**src/rtl/matrix_stream_loader.sv**
```systemverilog
// Loads a dimension header plus matrices A and B from a beat stream into two
// element buffers and offers them to the multiplier through a ready/ack handshake.
//
// state    | meaning
// IDLE     | waiting for the first header field; element beats are dropped
// HDR      | collecting c1, r2, c2; validates dimensions on the last field
// LOAD_A   | assembling and storing r1*c1 elements of A
// LOAD_B   | assembling and storing r2*c2 elements of B
// READY    | both matrices held for the consumer; input stalled until mat_ack
// ERR      | error latched; waits for a new header beat
module matrix_stream_loader #(
  parameter int IN_W    = 4,
  parameter int ELEM_W  = 32,
  parameter int MAX_DIM = 4,
  parameter int AW      = 4
) (
  input  logic              CLK,
  input  logic              RST,
  input  logic [IN_W-1:0]   in_data,
  input  logic              in_valid,
  input  logic              in_hdr,
  output logic              in_ready,
  output logic [IN_W-1:0]   r1,
  output logic [IN_W-1:0]   c1,
  output logic [IN_W-1:0]   r2,
  output logic [IN_W-1:0]   c2,
  output logic              mat_ready,
  input  logic              mat_ack,
  input  logic              rd_sel,
  input  logic [AW-1:0]     rd_addr,
  output logic [ELEM_W-1:0] rd_data,
  output logic              err,
  output logic [2:0]        err_code
);

  localparam int BPE   = ELEM_W / IN_W;
  localparam int DEPTH = MAX_DIM * MAX_DIM;
  localparam int BC_W  = (BPE > 1) ? $clog2(BPE) : 1;
  localparam int PW    = 2 * IN_W;
  localparam logic [IN_W-1:0] MAX_D     = IN_W'(MAX_DIM);
  localparam logic [BC_W-1:0] LAST_BEAT = BC_W'(BPE - 1);

  typedef enum logic [2:0] {
    S_IDLE, S_HDR, S_LOAD_A, S_LOAD_B, S_READY, S_ERR
  } state_t;

  state_t state_q, state_d;

  logic [1:0]           hdr_cnt;
  logic [BC_W-1:0]      beat_cnt;
  logic [PW-1:0]        elem_idx;
  logic [ELEM_W-1:0]    acc;
  logic [ELEM_W+IN_W-1:0] shifted;
  logic [ELEM_W-1:0]    wr_word;
  logic [PW-1:0]        prod_a, prod_b;
  logic                 accept, hdr_beat, elem_beat, loading, elem_done;
  logic                 last_a, last_b, hdr_last, dims_bad, dims_mismatch;

  logic [ELEM_W-1:0] buf_a [DEPTH];
  logic [ELEM_W-1:0] buf_b [DEPTH];

  function automatic logic dim_bad(input logic [IN_W-1:0] d);
    return (d == '0) || (d > MAX_D);
  endfunction

  assign in_ready  = (state_q != S_READY);
  assign mat_ready = (state_q == S_READY);
  assign err       = (state_q == S_ERR);

  assign accept    = in_valid && in_ready;
  assign hdr_beat  = accept && in_hdr;
  assign elem_beat = accept && !in_hdr;
  assign loading   = (state_q == S_LOAD_A) || (state_q == S_LOAD_B);
  assign elem_done = elem_beat && loading && (beat_cnt == LAST_BEAT);

  // Most significant beat arrives first, so each beat shifts in at the bottom.
  assign shifted = {acc, in_data};
  assign wr_word = shifted[ELEM_W-1:0];

  assign prod_a = PW'(r1) * PW'(c1);
  assign prod_b = PW'(r2) * PW'(c2);
  assign last_a = (elem_idx + 1'b1) == prod_a;
  assign last_b = (elem_idx + 1'b1) == prod_b;

  // The final header beat is still on in_data when the dimensions are checked.
  assign hdr_last      = (hdr_cnt == 2'd3);
  assign dims_bad      = dim_bad(r1) || dim_bad(c1) || dim_bad(r2) || dim_bad(in_data);
  assign dims_mismatch = (c1 != r2);

  always_ff @(posedge CLK) begin
    if (RST) state_q <= S_IDLE;
    else     state_q <= state_d;
  end

  always_comb begin
    state_d = state_q;
    case (state_q)
      S_IDLE:   if (hdr_beat) state_d = S_HDR;
      S_HDR: begin
        if (elem_beat)
          state_d = S_ERR;
        else if (hdr_beat && hdr_last)
          state_d = (dims_bad || dims_mismatch) ? S_ERR : S_LOAD_A;
      end
      S_LOAD_A: begin
        if (hdr_beat)                 state_d = S_ERR;
        else if (elem_done && last_a) state_d = S_LOAD_B;
      end
      S_LOAD_B: begin
        if (hdr_beat)                 state_d = S_ERR;
        else if (elem_done && last_b) state_d = S_READY;
      end
      S_READY:  if (mat_ack) state_d = S_IDLE;
      S_ERR:    if (hdr_beat) state_d = S_HDR;
      default:  state_d = S_IDLE;
    endcase
  end

  always_ff @(posedge CLK) begin
    if (RST) begin
      r1       <= '0;
      c1       <= '0;
      r2       <= '0;
      c2       <= '0;
      hdr_cnt  <= '0;
      beat_cnt <= '0;
      elem_idx <= '0;
      acc      <= '0;
      err_code <= '0;
    end else begin
      case (state_q)
        S_IDLE, S_ERR: begin
          if (hdr_beat) begin
            r1       <= in_data;
            hdr_cnt  <= 2'd1;
            err_code <= '0;
          end
        end
        S_HDR: begin
          if (elem_beat) begin
            err_code <= 3'd1;
          end else if (hdr_beat) begin
            hdr_cnt <= hdr_cnt + 2'd1;
            case (hdr_cnt)
              2'd1:    c1 <= in_data;
              2'd2:    r2 <= in_data;
              default: c2 <= in_data;
            endcase
            if (hdr_last) begin
              if (dims_bad)           err_code <= 3'd2;
              else if (dims_mismatch) err_code <= 3'd3;
              elem_idx <= '0;
              beat_cnt <= '0;
            end
          end
        end
        S_LOAD_A, S_LOAD_B: begin
          if (hdr_beat) begin
            err_code <= 3'd4;
          end else if (elem_beat) begin
            acc <= wr_word;
            if (beat_cnt == LAST_BEAT) begin
              beat_cnt <= '0;
              if ((state_q == S_LOAD_A && last_a) || (state_q == S_LOAD_B && last_b))
                elem_idx <= '0;
              else
                elem_idx <= elem_idx + 1'b1;
            end else begin
              beat_cnt <= beat_cnt + 1'b1;
            end
          end
        end
        default: ;
      endcase
    end
  end

  always_ff @(posedge CLK) begin
    if (elem_done && state_q == S_LOAD_A) buf_a[elem_idx[AW-1:0]] <= wr_word;
    if (elem_done && state_q == S_LOAD_B) buf_b[elem_idx[AW-1:0]] <= wr_word;
  end

  always_ff @(posedge CLK) begin
    if (RST)         rd_data <= '0;
    else if (rd_sel) rd_data <= buf_b[rd_addr];
    else             rd_data <= buf_a[rd_addr];
  end

endmodule

```
**config.mk**
```make
export PLATFORM = sky130hd
export DESIGN_NAME = matrix_stream_loader
export DESIGN_NICKNAME = d
export VERILOG_FILES = /design/src/rtl/matrix_stream_loader.sv
export SDC_FILE = /design/constraint.sdc
export NUM_CORES = 1
export LEC_CHECK = 0
export BUFFER_PORTS_ARGS = -buffer_cell sky130_fd_sc_hd__clkbuf_2
export CAP_MARGIN = 5
export CELL_PAD_IN_SITES_DETAIL_PLACEMENT = 1
export CELL_PAD_IN_SITES_GLOBAL_PLACEMENT = 1
export CORE_MARGIN = 1.5
export CORE_UTILIZATION = 50
export DETAILED_ROUTE_END_ITERATION = 8
export PLACE_DENSITY_LB_ADDON = 0.1
export REMOVE_ABC_BUFFERS = 1
export SLEW_MARGIN = 20
export SYNTH_ARGS = -nofsm -noshare
export SYNTH_HDL_FRONTEND = slang
export SYNTH_SLANG_ARGS = --single-unit
```
**constraint.sdc**
```tcl
create_clock -name CLK -period 3.3 [get_ports CLK]
set_input_delay 0.165 -clock CLK [delete_from_list [all_inputs] [get_ports CLK]]
set_output_delay 0.165 -clock CLK [all_outputs]
set_load 0.1 [all_outputs]
```
* Word level (Yosys, flattened, before mapping)
Memories as Yosys holds them, arrays and structs flattened.
Index checks and enable logic that the tools add are counted.
** Storage, ports and cells
- Flip-flop bits (word level) :: 95
- Memory bits (writable) :: 1024
- Input bits :: 14
- Output and inout bits :: 54
- Logic and storage cells :: 139
- Memories kept :: 2
** Memories
- buf_a :: words 16, width 32, rd ports 1, clocked after memory_dff 0, write ports 1, RTL line 59 : logic [ELEM_W-1:0] buf_a [DEPTH];
- buf_b :: words 16, width 32, rd ports 1, clocked after memory_dff 0, write ports 1, RTL line 60 : logic [ELEM_W-1:0] buf_b [DEPTH];
** Operators by class
- $add $sub $neg :: 3
- $mul :: 2
- Magnitude comparators :: 4
- Eq/ne operators :: 28
- Muxes and demuxes :: 42
- Bitwise logic cells :: 3
- Reductions and logical operators :: 44
** Operator list (count)
- 2-to-1 mux 3 bit :: 22
- 2-to-1 mux 8 bit :: 7
- 2-to-1 mux 32 bit :: 1
- inequality test 3 bit (second input constant) :: 6
- equality test 8 bit :: 2
- greater-than comparator 4 x 3 -> 1 bit (second input constant) :: 4
- logical NOT 4 bit :: 4
- multiplier 4 x 4 -> 8 bit :: 2
- one-hot mux 8 bit (2 select lines) :: 1
- AND reduction 4 bit :: 4
- one-hot mux 3 bit (5 select lines) :: 1
- inequality test 2 bit (second input constant) :: 7
- logical AND 1 bit :: 12
- AND reduction 6 bit :: 2
- logical OR 1 bit :: 10
- equality test 3 bit (second input constant) :: 3
- one-hot mux 3 bit (3 select lines) :: 1
- adder 8 x 1 -> 8 bit (second input constant) :: 1
- AND reduction 7 bit :: 1
- equality test 3 x 2 -> 1 bit (second input constant) :: 2
- 2-to-1 mux 2 bit :: 3
- one-hot mux 3 bit (2 select lines) :: 1
- OR reduction 2 bit :: 3
- AND reduction 5 bit :: 1
- 17 further kinds :: 25

* Longest topological paths before layout
Gate-level depths: netlist of the first run.
- Depth in word-level cells :: 10
- Gate-level depth with buffers :: 14
- Mapped depth without buffers :: 13

* Worst setup path after synthesis of the first run
No wires, ideal clock.
- Path kind :: register to register
- From :: register r2[2]
- To :: register elem_idx[2]
- Arrival time :: 4164 ps
- Setup slack :: -980 ps
- Stages on the path, launching flop included :: 12
- Buffers on the path :: 1
- Period minus slack after synthesis :: 4280 ps
- Cell sequence :: dfxtp_1 -> clkbuf_1 -> nand2_1 -> fa_1 -> fa_1 -> fa_1 -> xnor3_1 -> nor4_1 -> nand2_1 -> nor4_2 -> a2111oi_0 -> a31o_1
** On the way
- Word-level cells in the longest chain between the ends :: 9
** RTL lines
- start: declaration :: RTL line 25 : output logic [IN_W-1:0] r2,
- start signal: assignment :: RTL line 146 : 2'd2: r2 <= in_data;
- multiplier 4 x 4 -> 8 bit :: RTL line 81 : assign prod_b = PW'(r2) * PW'(c2);
- equality test 8 bit :: RTL line 83 : assign last_b = (elem_idx + 1'b1) == prod_b;
- logical AND 1 bit :: RTL line 164 : if ((state_q == S_LOAD_A && last_a) || (state_q == S_LOAD_B && last_b))
- logical OR 1 bit :: RTL line 164
- 2-to-1 mux 8 bit :: RTL line 164
- 2-to-1 mux 8 bit :: RTL line 162 : if (beat_cnt == LAST_BEAT) begin
- 2-to-1 mux 8 bit :: RTL line 160 : end else if (elem_beat) begin
- 2-to-1 mux 8 bit :: RTL line 158 : if (hdr_beat) begin
- one-hot mux 8 bit (2 select lines) :: RTL line 131 : case (state_q)
- end signal: assignment :: RTL line 167 : elem_idx <= elem_idx + 1'b1;
- end: declaration :: RTL line 51 : logic [PW-1:0] elem_idx;
Every way passes these cells. The select of a mux whose other input is x is not followed.
A chain may end at the register's enable or synchronous reset.

* Final worst setup path of the first run
- From :: register c1[1]
- To :: register elem_idx[3]
** On the way
- Word-level cells in the longest chain between the ends :: 9
** RTL lines
- start: declaration :: RTL line 24 : output logic [IN_W-1:0] c1,
- start signal: assignment :: RTL line 145 : 2'd1: c1 <= in_data;
- multiplier 4 x 4 -> 8 bit :: RTL line 80 : assign prod_a = PW'(r1) * PW'(c1);
- equality test 8 bit :: RTL line 82 : assign last_a = (elem_idx + 1'b1) == prod_a;
- logical AND 1 bit :: RTL line 164
- logical OR 1 bit :: RTL line 164
- 2-to-1 mux 8 bit :: RTL line 164
- 2-to-1 mux 8 bit :: RTL line 162
- 2-to-1 mux 8 bit :: RTL line 160
- 2-to-1 mux 8 bit :: RTL line 158
- one-hot mux 8 bit (2 select lines) :: RTL line 131
Every way passes these cells. The select of a mux whose other input is x is not followed.

==> flow_summary.ini, run 1 <==
[run_status]
outcome = complete, but fails checks
violations = setup timing

[worst_setup_path]
critical_path.top_delay_family = adder cells
crit_top_cell = fa_1
cp_num_buf_inv = 1
cp.arrival_ns = 4.06
crit_path_max_fanout = 8
slowest_stage = fa_1
crit_path_end_kind = flop
start_kind = flop
cp.required_ns = 3.86
cpPeakStageDelay_ns = 0.57
crit_chain = nand2_1, fa_1, fa_1, buf_4, fa_2, xor2_1, xnor2_1, o2111ai_4, nor4_4, a2111oi_1, a31o_1
path_class = reg -> reg

[drt]
wire_per_inst_um = 31.3
via_count = 21600
routed_via_density = 6.10
drtIter0Drc = 1918
ant_nets = 0
drc = 0
wl_mm = 110
drt_pre_antenna_iters = 5

[die]
die_width_um = 299
std_cell_rows = 108
core_area_sq_um = 86600
die_area_sq_um = 89200
start_util = 0.505
io_pins = 68
die_h_um = 299

[pwr]
power_mw = 30.0
p_leak_nw = 17.0
power_density_nw_per_um2 = 593
peakVddDrop_uv = 465

[global_route]
grt_max_degree = 61
overflow = 0
grt_pass1_wl_mm = 161
grt_use_total = 0.253
antenna_found_initial = 0
grt_pass1_vias = 23000

[synth]
ys.flop_type = edfxtp_1
syn_area_sq_um = 43700
synth-edff-count = 1024
yosysSeqAreaShare = 0.747
synthCells = 2085
synth_warnings = 0
synth-seq-cells = 1119
avgSynthCellArea_sq_um = 21.0
async_flop_share = 0
ys_types = 57

[clocking]
cts.root.buffer_cell = clkbuf_16
clock_latency_ns = 0.68
cts_buffers = 111
clk_pin_slew_ns = 0.06
cts_tree = yes
clock-sinks = 1119
cts_hold_buf = 0
cts-htree-levels = 3
cts_buffer_depth = 3

[place]
gp_congestion = 0.778
pre_cts_slack_ns = -0.409
io_buffers = 67
dp.final_hpwl_mm = 62.4

[sta]
tightest_slew_ns = 1.10
fmaxAchievable_ghz = 0.286
min_period_ns = 3.50
setup_slack_ns = -0.196
relSlewSlack = 0.266
slew_viol_final = 0
finClkSkew_ns = 0.0261
finalHoldViolations = 0
rsz0062_at_grt = yes
setup-violations-final = 11
finalCritPeriodShare = 1.06

[layout]
syn2layout_area_growth_pct = 15.7
fillCellCount = 7297
nNetsFinal = 2337
layout-drive-gt1-share = 0.324
final_core_util = 0.584

[min_path]
min_path_type = in -> reg

[flow_run]
drv_cap = 0
-- synthesized netlist by cell type, types with 27 or more instances --
| library cell | number | area [sq um] |
|---|---|---|
| a21oi_1 | 59 | 295 |
| dfxtp_1 | 95 | 1900 |
| clkbuf_1 | 66 | 248 |
| mux2i_1 | 37 | 370 |
| buf_2 | 30 | 150 |
| nor2_1 | 83 | 312 |
| nand3_1 | 27 | 135 |
| nand2_1 | 113 | 424 |
| ha_1 | 33 | 413 |
| inv_1 | 29 | 109 |
| mux4_2 | 320 | 7210 |
| edfxtp_1 | 1024 | 30700 |
-- what timing repair did --
action,4_1_cts,5_1_grt
setup endpoints to repair,11,11
resized for setup,33,10
setup buffers,4,1
pin swaps,13,6
-- where the power goes --
group | internal (mW) | switching [mW] | total, mW
Sequential | 15.4 | 0.0834 | 15.4
Combinational | 0.497 | 0.993 | 1.49
Clock | 7.73 | 5.32 | 13.1
-- worst paths after layout --
path / from / end / slack, ns / depth (start not counted)
worst min-delay path: RST / hdr_cnt[1]$_SDFFE_PP0P_ / 0.04 / 2
worst min register to register: err_code[0]$_SDFFE_PP0P_ / err_code[0]$_SDFFE_PP0P_ / 0.49 / 2
worst max-delay path: c1[1]$_SDFFE_PP0P_ / elem_idx[3]$_SDFFE_PP0P_ / -0.20 / 11
worst max register to register: c1[1]$_SDFFE_PP0P_ / elem_idx[3]$_SDFFE_PP0P_ / -0.20 / 11
-- layout make-up --
type	instances	area (sq um)	area share
Timing Repair Buffer	195	1690	0.0334
Antenna cell	1	2.50	0.0000495
Multi-Input combinational cell	826	10900	0.215
Clock buffer	146	3040	0.0602
Tap cell	1155	1450	0.0286
Inverter	29	109	0.00215
Sequential cell	1119	32700	0.646
Clock inverter	63	733	0.0145
-- cell usage in the layout (no fill, tap or decap), types with 22 or more instances in the layout --
master and instances:
dfxtp_1 69, clkbuf_1 25, a21oi_1 56, nand2_1 111, buf_4 102, edfxtp_1 1024
clkbuf_16 114, mux4_2 320, ha_1 32, nand3_1 25, dfxtp_2 22, inv_1 29
mux2i_1 37, nor2_1 52, nor2_4 31, clkinv_2 22, buf_12 29, clkbuf_2 61
-- kinds of logic (layout without fill, tap and decap cells) --
| logic type | after synthesis | after routing | synth area share |
|---|---|---|---|
| AOI/OAI and AO/OA | 96 | 96 | 0.0132 |
| xor gates and xnor gates | 32 | 32 | 0.00802 |
| adders and majority gates | 41 | 41 | 0.0131 |
| buffers and inverters | 140 | 433 | 0.0130 |
| DFF | 1119 | 1119 | 0.747 |
| muxes | 357 | 357 | 0.173 |
| other | 0 | 1 | 0 |
| and+or+nand+nor | 300 | 300 | 0.0321 |
-- per-layer routing --
layer,GRT usage,wire [um],vias up
li1,-,-,8956
met2,0.423,56000,699
met5,0,0,-
met1,0.359,45800,11800
met3,0.0336,6620,139
met4,0.0585,2020,0
-- flip-flops by register name (all words and copies together), names as in the netlist --
register	count
buf_a	512
rd_data	32
elem_idx	8
c1	4
beat_cnt	3
c2	4
err_code	3
buf_b	512
acc	28
hdr_cnt	2
state_q	3
r2	4
r1	4
-- per-stage QoR --
stage,cell area (sq um),instances,TNS (ns),hold WS [ns]
floorplan,43200,1974,-757.20,0.234
global placement,46600,3321,-2.21,0.442
detailed placement,46600,3321,-3.11,0.470
CTS,50500,3533,-1.63,0.0178
global route,50600,3533,-3.12,0.0635
finish,50600,3534,-1.73,0.0414
(Power assumes the default switching activity.)
==> run 2, diff against run 1 <==
Settings changed: CORE_ASPECT_RATIO set to 0.6.
==> run 2 against run 1 <==
The run still ends with setup timing left. Flip-flop and latch count stayed put. Combinational power up 3%. Largest cell class unchanged. Clock skew increased by 0.0013 ns. Largest power group unchanged. Critical endpoint is now state_q[1]$_SDFFE_PP0P_. Power shrank 3.6%.
==> flow_summary.ini, run 2 (synthesized netlist as in run 1, its figures left out) <==
[worst_setup_path]
cp.arrival_ns = 4.17
ff2ff_setup_slack_ns = -0.29
crit-reg2reg-launch = r2[2]$_SDFFE_PP0P_
path_class = reg -> reg
cp.required_ns = 3.87
crit_chain = nand2_4, fa_1, fa_1, fa_2, xnor2_2, xnor3_1, nor4_2, buf_4, nand2_2, or4_4, nand4_1, a31oi_1
crit_path_end_kind = flop
crit_top_cell = fa_1
start_kind = flop
cpPeakStageDelay_ns = 0.55
slowest_stage = fa_1
crit_path_max_fanout = 3
startpoint = r2[2]$_SDFFE_PP0P_

[run_status]
outcome = complete, but fails checks
violations = setup timing

[clocking]
cts_tree = yes
cts-htree-levels = 3
clk_pin_slew_ns = 0.07
cts.root.buffer_cell = clkbuf_16
cts_buffer_depth = 3
clock-sinks = 1119
clock_latency_ns = 0.70
cts_buffers = 102

[pwr]
peakVddDrop_uv = 426
power_density_nw_per_um2 = 572
p_leak_nw = 17.0
power_mw = 28.9

[place]
gp_congestion = 0.805
placed_area_sq_um = 46700
io_buffers = 67
placed_cells = 3319
pre_cts_slack_ns = -0.450
dp.final_hpwl_mm = 66.5

[die]
die_width_um = 385
core_area_sq_um = 86000
start_util = 0.508
die_h_um = 232
io_pins = 68
std_cell_rows = 83
die_area_sq_um = 89200

[global_route]
overflow = 0
grt_pass1_vias = 23100
grt_use_total = 0.269
grt_pass1_wl_mm = 168
grt_max_degree = 68
antenna_found_initial = 0

[layout]
final_common_cell = edfxtp_1
multiInputGateArea_sq_um = 10900
fillCellCount = 7158
stdcell_count = 3536
final_core_util = 0.587
nNetsFinal = 2355
layout-drive-gt1-share = 0.329
regArea_sq_um = 32700
syn2layout_area_growth_pct = 15.6
final_cell_mix = edfxtp_1 (1024), mux4_2 (320), nand2_1 (109), buf_4 (109), clkbuf_16 (107)
final_cell_area_sq_um = 50500
antenna_cells = 0

[min_path]
hold_start = rd_sel
min_path_type = in -> reg

[drt]
via_count = 22200
drtIter0Drc = 2476
ant_nets = 0
drc = 0
routed_via_density = 6.27
wire_per_inst_um = 32.9
drt_pre_antenna_iters = 5
wl_mm = 117

[sta]
finalHoldViolations = 0
setup-violations-final = 11
tightest_slew_ns = 1.09
relSlewSlack = 0.273
setup_slack_ns = -0.294
setup_tns_ns = -2.08
rsz0062_at_grt = yes
finClkSkew_ns = 0.0274
slew_viol_final = 0
fmaxAchievable_ghz = 0.278
finalCritPeriodShare = 1.09
min_period_ns = 3.59
hold_ws_ns = 0.0242

[flow_run]
drv_cap = 0
[run 2: cell types whose count changed in the layout (fill, tap and decap cells not counted), sizes merged, moves of 2 or more]
cell         previous run  this run
buf                   134       148
bufinv                 16         7
clkbuf                207       198
clkinv                 42        44
dlygate4sd3             0        13
[run 2: what timing repair did]
item | in CTS | in global routing
buffers inserted | 4 | 6
hold endpoints to repair | 20 | 0
hold buffers | 14 | 0
resized for setup | 34 | 28
pin swaps | 9 | 13
setup endpoints to repair | 11 | 11
[run 2: routing by layer]
layer	wire length [um]	up-vias	GRT usage
met5	0	-	0
met4	2320	0	0.0613
met3	9770	158	0.0546
met2	52300	946	0.398
met1	52100	12100	0.416
li1	-	8970	-
[run 2: worst paths after layout]
check | endpoint | cells after the start
max | state_q[1]$_SDFFE_PP0P_ | 12
min | rd_data[22]$_SDFF_PP0_ | 3
max reg2reg | state_q[1]$_SDFFE_PP0P_ | 12
min reg2reg | beat_cnt[1]$_SDFFE_PP0P_ | 2
[run 2: area by class of cell]
cell class / instances / share of cell area
Sequential cell: 1119 / 0.647
Multi-Input combinational cell: 826 / 0.217
Clock buffer: 137 / 0.0566
Timing Repair Buffer: 222 / 0.0396
Tap cell: 1147 / 0.0284
Clock inverter: 56 / 0.00931
Inverter: 29 / 0.00220
[run 2: worst max-delay path: cells and delay by family (launching register included)]
kind	cells	cell delay, ns
fa+ha+maj	3	1.41
simple gates	5	1.03
xor+xnor	2	0.39
flops	1	0.37
buf+inv	1	0.16
compound gates	1	0.10
[run 2: power by group]
group          internal, mW  total, mW  switching [mW]
sequential             15.3       15.4          0.0850
combinational         0.501       1.54            1.04
clock                  6.64       11.9            5.29
